$ cat src/rtl/buttons_reader.sv
// Debounced reader for N raw push-buttons/switches.
// 2-flop synchronizer per bit, then a per-bit stability counter.
module buttons_reader #(
    parameter int N               = 8,
    parameter int DEBOUNCE_CYCLES = 120000,
    parameter bit ACTIVE_LOW      = 1'b0
) (
    input  logic         clk,
    input  logic         rst,
    input  logic [N-1:0] sw_in,
    output logic [N-1:0] sw_state,
    output logic [N-1:0] press,
    // "release" is a reserved word, so the release pulse is named released
    output logic [N-1:0] released,
    output logic         any_change
);

    localparam int CW = $clog2(DEBOUNCE_CYCLES);
    localparam logic [CW-1:0] LAST = CW'(DEBOUNCE_CYCLES - 1);

    logic [N-1:0]  x;
    logic [N-1:0]  s1;
    logic [N-1:0]  s2;
    logic [CW-1:0] cnt [N];

    assign x = ACTIVE_LOW ? ~sw_in : sw_in;

    always_ff @(posedge clk) begin
        if (rst) begin
            s1       <= '0;
            s2       <= '0;
            sw_state <= '0;
            press    <= '0;
            released <= '0;
            for (int i = 0; i < N; i++) begin
                cnt[i] <= '0;
            end
        end else begin
            s1 <= x;
            s2 <= s1;
            for (int i = 0; i < N; i++) begin
                press[i]    <= 1'b0;
                released[i] <= 1'b0;
                if (s2[i] == sw_state[i]) begin
                    cnt[i] <= '0;
                end else if (cnt[i] == LAST) begin
                    // window complete: accept the new level and pulse once
                    sw_state[i] <= s2[i];
                    cnt[i]      <= '0;
                    press[i]    <= s2[i];
                    released[i] <= ~s2[i];
                end else begin
                    cnt[i] <= cnt[i] + 1'b1;
                end
            end
        end
    end

    assign any_change = |(press | released);

endmodule
$ cat config.mk
export PLATFORM = sky130hd
export DESIGN_NAME = buttons_reader
export DESIGN_NICKNAME = d
export VERILOG_FILES = /design/src/rtl/buttons_reader.sv
export SDC_FILE = /design/constraint.sdc
export NUM_CORES = 1
export LEC_CHECK = 0
export CELL_PAD_IN_SITES_DETAIL_PLACEMENT = 1
export CELL_PAD_IN_SITES_GLOBAL_PLACEMENT = 1
export CORE_MARGIN = 4
export CORE_UTILIZATION = 49
export DETAILED_ROUTE_END_ITERATION = 16
export HOLD_SLACK_MARGIN = 0.08
export PLACE_DENSITY_LB_ADDON = 0.1
export SYNTH_ARGS = -nofsm -noshare
export SYNTH_HDL_FRONTEND = slang
export SYNTH_SLANG_ARGS = --single-unit
$ cat constraint.sdc
create_clock -name clk -period 2.2 [get_ports clk]
set_input_delay 0.44 -clock clk [delete_from_list [all_inputs] [get_ports clk]]
set_output_delay 0.44 -clock clk [all_outputs]
set_load 0.05 [all_outputs]
# Word level (Yosys, flattened, before mapping)
# Memories as Yosys holds them, arrays and structs flattened.
# Cells that the tools add are included.
# W data, S select, Z words.
[word_totals]
reg_bits = 40
latch_bits = 0
ram_bits = 136
rom_bits = 0
inputBits = 10
output_inout_bits = 25
elab_cells = 231
memories = 1
[mem_list]
columns = ["name", "words", "width", "read_ports", "rd_ports_with_merged_regs", "write_ports", "line", "source"]
rows = [
  ["cnt", 8, 17, 8, 0, 8, "24", "logic [CW-1:0] cnt [N];"],
]
[classes]
addsub = 8
n_mul = 0
div = 0
magnitude_cmp = 0
eq_ne = 16
n_shift = 0
n_mux = 114
bitwise_logic = 49
n_reduce_logical = 17
[op_table]
columns = ["cell", "n"]
rows = [
  ["$mux W17", 24],
  ["$add A17 B1 Y17 const B", 8],
  ["$eq A17 B17 Y1 const B", 8],
  ["$mux W1", 90],
  ["$not A1 Y1", 24],
  ["$or A1 B1 Y1", 24],
  ["$reduce_or A3 Y1", 8],
  ["$reduce_and A2 Y1", 8],
  ["$eq A1 B1 Y1", 8],
  ["$or A8 B8 Y8", 1],
  ["$reduce_or A8 Y1", 1],
]

# Logic depth before layout (Yosys ltp)
# Gate-level depths: netlist (run 1).
[logic_depth]
ltp_word = 7
mapped_depth = 8
ltp_nobuf = 5

# Worst setup path before layout (run 1)
# No wires, ideal clock.
[synth_timing]
path_type = "register to register"
from = "memory cnt[1][64] (netlist bit)"
to = "memory cnt[1][64] (netlist bit), data pin"
arrival_ns = 1.715
required_time_ns = 1.946
setup_slack_ns = 0.231
path_stages_with_launch = 7
path_buffers = 2
path_cell_list = "edfxtp_1 -> or4b_4 -> nor4_4 -> a211o_1 -> buf_6 -> buf_6 -> nor2_1"
[synth_lines]
columns = ["element", "line"]
rows = [
  ["start: declaration", "24"],
]

# Worst setup path after layout (run 1)
[layout_timing]
from = "register sw_state[1]"
to = "output port sw_state[1]"
[layout_lines]
columns = ["element", "line", "source"]
rows = [
  ["start: declaration", "11", "output logic [N-1:0] sw_state,"],
  ["start signal: indexed assignment", "48", "sw_state[i] <= s2[i];"],
]
# No word-level cell between the ends.

==> results of run 1 <==
worst reg2reg max path, cell delays in order, from the launching register on:
cell,delay [ns]
edfxtp_1,0.44
or4b_4,0.58
nor4_2,0.39
a211o_1,0.18
buf_4,0.17
nor2_1,0.07
report_power, final:
| part | switching [W] | internal, W |
|---|---|---|
| Clock | 0.00121 | 0.00180 |
| Combinational | 0.000182 | 0.000132 |
| Sequential | 0.000138 | 0.00370 |
through the flow:
stage	setup WS, ns	power [W]
2_1_floorplan	0.231	0.00408
3_3_place_gp	0.238	0.00419
3_5_place_dp	0.144	0.00421
4_1_cts	0.0422	0.00723
5_1_grt	0.0110	0.00744
6_report	0.0440	0.00717
Yosys cell counts:
| cell | instances |
|---|---|
| mux2i_1 | 2 |
| and3_1 | 10 |
| nand2b_1 | 18 |
| a31o_2 | 1 |
| nor4bb_1 | 3 |
| a21oi_1 | 22 |
| clkbuf_1 | 17 |
| o21ai_1 | 4 |
| nand4bb_1 | 1 |
| dfxtp_1 | 40 |
| nor3_1 | 34 |
| buf_2 | 4 |
| o31ai_2 | 1 |
| or3_1 | 12 |
| nor2_1 | 130 |
| inv_1 | 16 |
| o21ai_0 | 14 |
| buf_1 | 2 |
| nor4b_1 | 3 |
| and2_1 | 12 |
| or2_2 | 5 |
| nand4b_1 | 3 |
| buf_6 | 4 |
| o31ai_1 | 3 |
| nand4_2 | 1 |
| nor2b_1 | 20 |
| and4_1 | 10 |
| nand4_1 | 56 |
| nor4_1 | 32 |
| nor4_2 | 1 |
| xnor2_1 | 57 |
| edfxtp_1 | 136 |
| o21ai_2 | 1 |
| conb_1 | 1 |
| nand3_1 | 51 |
| or4b_4 | 2 |
| or4bb_1 | 1 |
| ha_1 | 8 |
| xor2_1 | 52 |
| nand2_1 | 36 |
| or4_1 | 7 |
| nor4_4 | 1 |
| buf_4 | 1 |
| and4b_1 | 2 |
| a211o_1 | 2 |
cell type report:
type,count,share of cell area [%]
Timing Repair Buffer,66,5.36
Multi-Input combinational cell,754,40.1
Inverter,16,0.563
Clock buffer,30,5.51
Clock inverter,2,0.0938
Sequential cell,176,45.8
Tap cell,225,2.64
cell usage in the layout, fill, tap and decap left out, types with 18 or more instances in the layout:
master           instances
nand3_1                 51
xor2_1                  52
edfxtp_1               136
buf_4                   33
xnor2_1                 57
nand2b_1                18
nand4_1                 56
dfxtp_1                 40
nand2_1                 36
nor2b_1                 20
nor2_1                 130
nor3_1                  34
conb_1                 136
clkbuf_16               20
nor4_1                  32
a21oi_1                 22
clkdlybuf4s50_1         31
routing by layer:
| layer | global-route usage (%) | vias to the layer above | part of all wire (%) |
|---|---|---|---|
| met5 | 0 | - | 0 |
| met3 | 3.23 | 20 | 2.2 |
| met2 | 37.1 | 85 | 50 |
| li1 | - | 3312 | - |
| met4 | 5.85 | 0 | 1.3 |
| met1 | 28.3 | 3299 | 47 |
sequential cells by signal, indices dropped and copies added (netlist names):
signal and cells:
press 8, s1 8, cnt 136, released 8, sw_state 8, s2 8
cell families (layout without fill, tap and decap cells):
group,Yosys count,count (layout)
AO/OA/AOI/OAI,48,48
XOR/XNOR,109,109
adder cells (fa/ha/maj),8,8
buffers and inverters,44,114
flip-flops,176,176
multiplexers,2,2
other,1,136
AND/OR/NAND/NOR,451,451
worst paths after layout:
path                 end  slack, ns   startpoint
min                s2[5]       0.44        s1[5]
max          sw_state[1]       0.04  sw_state[1]
min reg2reg        s2[5]       0.44        s1[5]
max reg2reg   cnt[1][31]       0.12   cnt[1][28]
repair_timing:
| item | 4_1_cts | 5_1_grt |
|---|---|---|
| endpoints found under the setup margin | 1 | 0 |
| hold buffers | 0 | 0 |
| gates resized for setup | 1 | 0 |
==> out/results.txt, run 1 <==
Synthesized area per cell - 10.6 µm²
Die Width - 142 µm
Cell family with most CP delay - buffers and inverters
CTS root buffer - clkbuf_16
First-pass GRT wire length - 34.9 mm
Reg clk slew, reported paths - 0.06 ns
Final instance count without filler cells - 1269
Global Route Usage Sum - 21.5%
Register area share after synthesis - 55.1%
Synthesized cell area - 8860 µm²
Top cells by area, synth - edfxtp_1, dfxtp_1, xnor2_1, nor2_1, xor2_1
Register Area - 4880 µm²
Final WL - 20.3 mm
Postcts setup bufs - 0
Mux contribution to synthesized area - 0.226%
Max frequency - 464 MHz
Status - complete, no violations
Clock Sinks - 176
# IOs - 35
Setup-failing EPs final - 0
Unrepaired setup endpoints after global routing - false
Worst Reg-to-Reg Cells - 5
Antenna Cells - 0
Largest family of logic cells by synthesized area - simple AND/OR/NAND/NOR gates
Die height - 142 µm
Largest net degree at the start of global routing - 27
Detailed-route DRC error count - 0
Site Rows - 48
Kind of critical path - flop to primary output
Vias in the first global route - 7130
Gpl congestion - 0.771
Core box area - 17500 µm²
Fin util - 61.1%
Crit. path cell count - 1
WL per Instance - 16.0 µm
Max stage delay on crit path - 0.85 ns
Starting density of the core - 50.7%
Min Clock Period, post-route - 2.16 ns
Design Area, Final - 10700 µm²
CP Capture Type - primary output
Worst path cell trace - clkdlybuf4s50_1
Post-Syn Instances - 839
Via count - 6716
Pre-antenna DRT Iters - 4
Hold Path Class - flop to flop
FF+latch count, synth - 176
Synth unique cells - 45
Pwr/cell area - 671 nW/µm²
Hold path depth - 1
Layout cells sized above 1 - 7.09%
Area after DPL - 10100 µm²
Final #Nets - 1049
Synth Area in Simple Gates - 27.3%
Area of the multi-input gates - 4280 µm²
Fill cell count - 1978
TritonCTS clock tree - yes
Final Hold Fails - 0
Final Skew - 0.0105 ns
Clock H-tree levels - 4
Post-placement cell count - 1237
Vias per cell - 5.29
Critical Path Source Type - flop
Worst-path fanout max - 4
Clock buffer depth - 2
Skew-Pair Late Insertion Delay - 0.43 ns
Number of antenna-violating nets in the routed design - 0
CP Buf/Inv Count - 1
Max VDD drop - 585 µV
WP data required - 1.76 ns
Adder-Cell Fraction of Synth Area - 1.13%
Initial antenna violation count - 0
1st-iter DRT viols - 335
Setup TNS - 0 ns
Area Overhead vs Synth - 20.5%
Slew Viols, Final - 0
Detailed placer's ending HPWL - 14.6 mm
Fin crit share - 98.0%
Yosys top cell area share - 46.1%
Critical-path cell with the highest stage delay - clkdlybuf4s50_1
Leak - 3.64 nW
Max_cap viols - 0
Synth warn - 0
Crit path arrival time - 1.72 ns
Synth Area in XOR/XNOR - 10.8%
I/O Buffers - 34
Slew headroom - 63.1%
Final hold slack - 0.445 ns
Total CTS buffers - 17
Complex-gate fraction of the synthesized area - 3.05%
Grt ovf - 0
Worst-Margin Slew - 0.554 ns
Cell taking the most area after synthesis - edfxtp_1
Die area - 20300 µm²
Note: power is estimated with default switching activity, not from simulation.
==> inputs of run 2 (changes only) <==
--- a/config.mk
+++ b/config.mk
@@ -7,10 +7,12 @@
 export LEC_CHECK = 0
 export CELL_PAD_IN_SITES_DETAIL_PLACEMENT = 1
 export CELL_PAD_IN_SITES_GLOBAL_PLACEMENT = 1
+export CORE_ASPECT_RATIO = 0.6
 export CORE_MARGIN = 4
 export CORE_UTILIZATION = 49
 export DETAILED_ROUTE_END_ITERATION = 16
 export HOLD_SLACK_MARGIN = 0.08
+export MAX_ROUTING_LAYER = met4
 export PLACE_DENSITY_LB_ADDON = 0.1
 export SYNTH_ARGS = -nofsm -noshare
 export SYNTH_HDL_FRONTEND = slang
==> run 2 against run 1 <==
Compared with the run above:
- final area is 0.50% lower
- sequential power hardly changed
- register-to-register slack better by 0.04 ns
- highest routed layer unchanged
- clock skew is 0.0041 ns lower
==> out/results.txt, run 2 (synthesis results as in run 1) <==
Status - complete, no violations (unchanged)
Postcts setup bufs - 0 (unchanged)
Sw Ratio - 23.0% (was 21.4%)
Final #Nets - 1042 (was 1049)
Clock buffer depth - 2 (unchanged)
Vias in the first global route - 6931 (was 7130)
Max frequency - 466 MHz (was 464 MHz)
Pre-CTS setup slack - 0.182 ns (was 0.144 ns)
Gpl congestion - 0.804 (was 0.771)
Detailed placer's ending HPWL - 14.5 mm (was 14.6 mm)
TritonCTS clock tree - yes (unchanged)
Die area - 20400 µm² (was 20300 µm²)
WL per Instance - 15.9 µm (was 16.0 µm)
Crit path arrival time - 1.70 ns (was 1.72 ns)
Max stage delay on crit path - 0.84 ns (was 0.85 ns)
# IOs - 35 (unchanged)
Setup-failing EPs final - 0 (unchanged)
Final Hold Fails - 0 (unchanged)
Total CTS buffers - 17 (unchanged)
Core box area - 17500 µm² (about the same)
Vias per cell - 5.31 (was 5.29)
Slew Viols, Final - 0 (unchanged)
Internal - 0.00545 W (was 0.00563 W)
Detailed-route DRC error count - 0 (unchanged)
Most frequent cells in the layout - edfxtp_1, conb_1, nor2_1 (unchanged)
Site Rows - 37 (was 48)
Area of the multi-input gates - 4280 µm² (about the same)
Max FFs per register - 136 (unchanged)
Reg clk slew, reported paths - 0.07 ns (was 0.06 ns)
Hold Path Class - flop to flop (unchanged)
Unrepaired setup endpoints after global routing - false (unchanged)
Number of antenna-violating nets in the routed design - 0 (unchanged)
Switching power - 0.00163 W (was 0.00153 W)
Via count - 6745 (was 6716)
Grt ovf - 0 (unchanged)
Skew-Pair Late Insertion Delay - 0.44 ns (was 0.43 ns)
Max_cap viols - 0 (unchanged)
Fill cell count - 1960 (was 1978)
Area Overhead vs Synth - 19.9% (was 20.5%)
Clock share of power - 41.4% (was 42.0%)
Fin util - 60.8% (was 61.1%)
Worst setup margin - 0.0562 ns (was 0.0440 ns)
Largest reg by FF count - cnt (unchanged)
Clock Sinks - 176 (unchanged)
Starting density of the core - 50.7% (about the same)
Kind of critical path - flop to primary output (unchanged)
CTS root buffer - clkbuf_16 (unchanged)
Final WL - 20.2 mm (was 20.3 mm)
Leak - 3.60 nW (was 3.64 nW)
Worst-path fanout max - 2 (was 4)
Final Skew - 0.00636 ns (was 0.0105 ns)
CP Buf/Inv Count - 1 (unchanged)
Max VDD drop - 528 µV (was 585 µV)
Worst path cell trace - clkdlybuf4s50_1 (unchanged)
Routed wl met3 - 553 µm (was 449 µm)
Largest net degree at the start of global routing - 31 (was 27)
Die height - 112 µm (was 142 µm)
Min Clock Period, post-route - 2.14 ns (was 2.16 ns)
Top Layer Used - met4 (unchanged)
Setup TNS - 0 ns (unchanged)
CP Capture Type - primary output (unchanged)
Layout cells sized above 1 - 6.76% (was 7.09%)
Worst-Margin Slew - 0.591 ns (was 0.554 ns)
First-pass GRT wire length - 34.4 mm (was 34.9 mm)
Critical-path cell with the highest stage delay - clkdlybuf4s50_1 (unchanged)
Metal2 WL - 9.46 mm (was 10.1 mm)
Die Width - 182 µm (was 142 µm)
I/O Buffers - 34 (unchanged)
Sequential share of power - 54.3% (was 53.6%)
Clock H-tree levels - 4 (unchanged)
Cell family with most CP delay - buffers and inverters (unchanged)
Pwr/cell area - 666 nW/µm² (was 671 nW/µm²)
Fin crit share - 97.4% (was 98.0%)
Slew headroom - 60.6% (was 63.1%)
Antenna Cells - 0 (unchanged)
Logic gate share of total power - 4.3% (was 4.4%)
Register Area - 4880 µm² (unchanged)
Pre-antenna DRT Iters - 5 (was 4)
1st-iter DRT viols - 484 (was 335)
WP data required - 1.76 ns (about the same)
Critical Path Source Type - flop (unchanged)
Initial antenna violation count - 0 (unchanged)
DRT met1 WL - 9.93 mm (was 9.44 mm)
Pwr Total - 0.00708 W (was 0.00717 W)
Global Route Usage Sum - 21.3% (was 21.5%)
## run 2: cell types whose count changed in the layout (fill, tap and decap cells not counted), sizes merged
cell           change
buf                -7
clkbuf             -8
clkdlybuf4s50      +1
clkinv             +1
dlygate4sd2        -1
inv                +6
## run 2: final cells by class
cell class,count,share of cell area [%]
multi-input combinational,754,40.3
clock inverter,9,0.648
sequential,176,46.0
timing repair buffer,59,5.02
clock buffer,22,4.68
tap,234,2.76
inverter,16,0.566
## run 2: path summary, 6_finish.rpt
path / start / end / slack, ns / depth (start not counted)
worst max-delay path: released[7] / released[7] / 0.06 / 1
worst min-delay path: s1[0] / s2[0] / 0.44 / 1
worst min register to register: s1[0] / s2[0] / 0.44 / 1
worst max register to register: cnt[1][28] / cnt[1][26] / 0.16 / 5
## run 2: power by group through the flow
stage | clock, W | combinational (W) | sequential (W)
after floorplan | 0 | 0.000220 | 0.00387
after global placement | 0 | 0.000286 | 0.00390
after detailed placement | 0 | 0.000294 | 0.00391
after CTS | 0.00300 | 0.000299 | 0.00384
after global routing | 0.00317 | 0.000352 | 0.00386
final | 0.00293 | 0.000307 | 0.00384
## run 2: repair_timing
| action | CTS | global route |
|---|---|---|
| setup endpoints to repair | 0 | 1 |
| gates resized for setup | 0 | 1 |
| hold buffers | 0 | 0 |
## run 2: stage by stage
step                hold slack, ns  cells  instance area [µm²]
floorplan                    0.414    974                 9360
global placement             0.422   1239                10000
detailed placement           0.426   1239                10000
CTS                          0.442   1270                10600
global route                 0.457   1270                10600
finish                       0.437   1270                10600
## run 2: routing by layer
metal / vias to the layer above / global-route usage, %
met5: - / -
met4: 0 / 6.35
met3: 20 / 3.98
met2: 87 / 33.7
met1: 3336 / 28.3
li1: 3302 / -
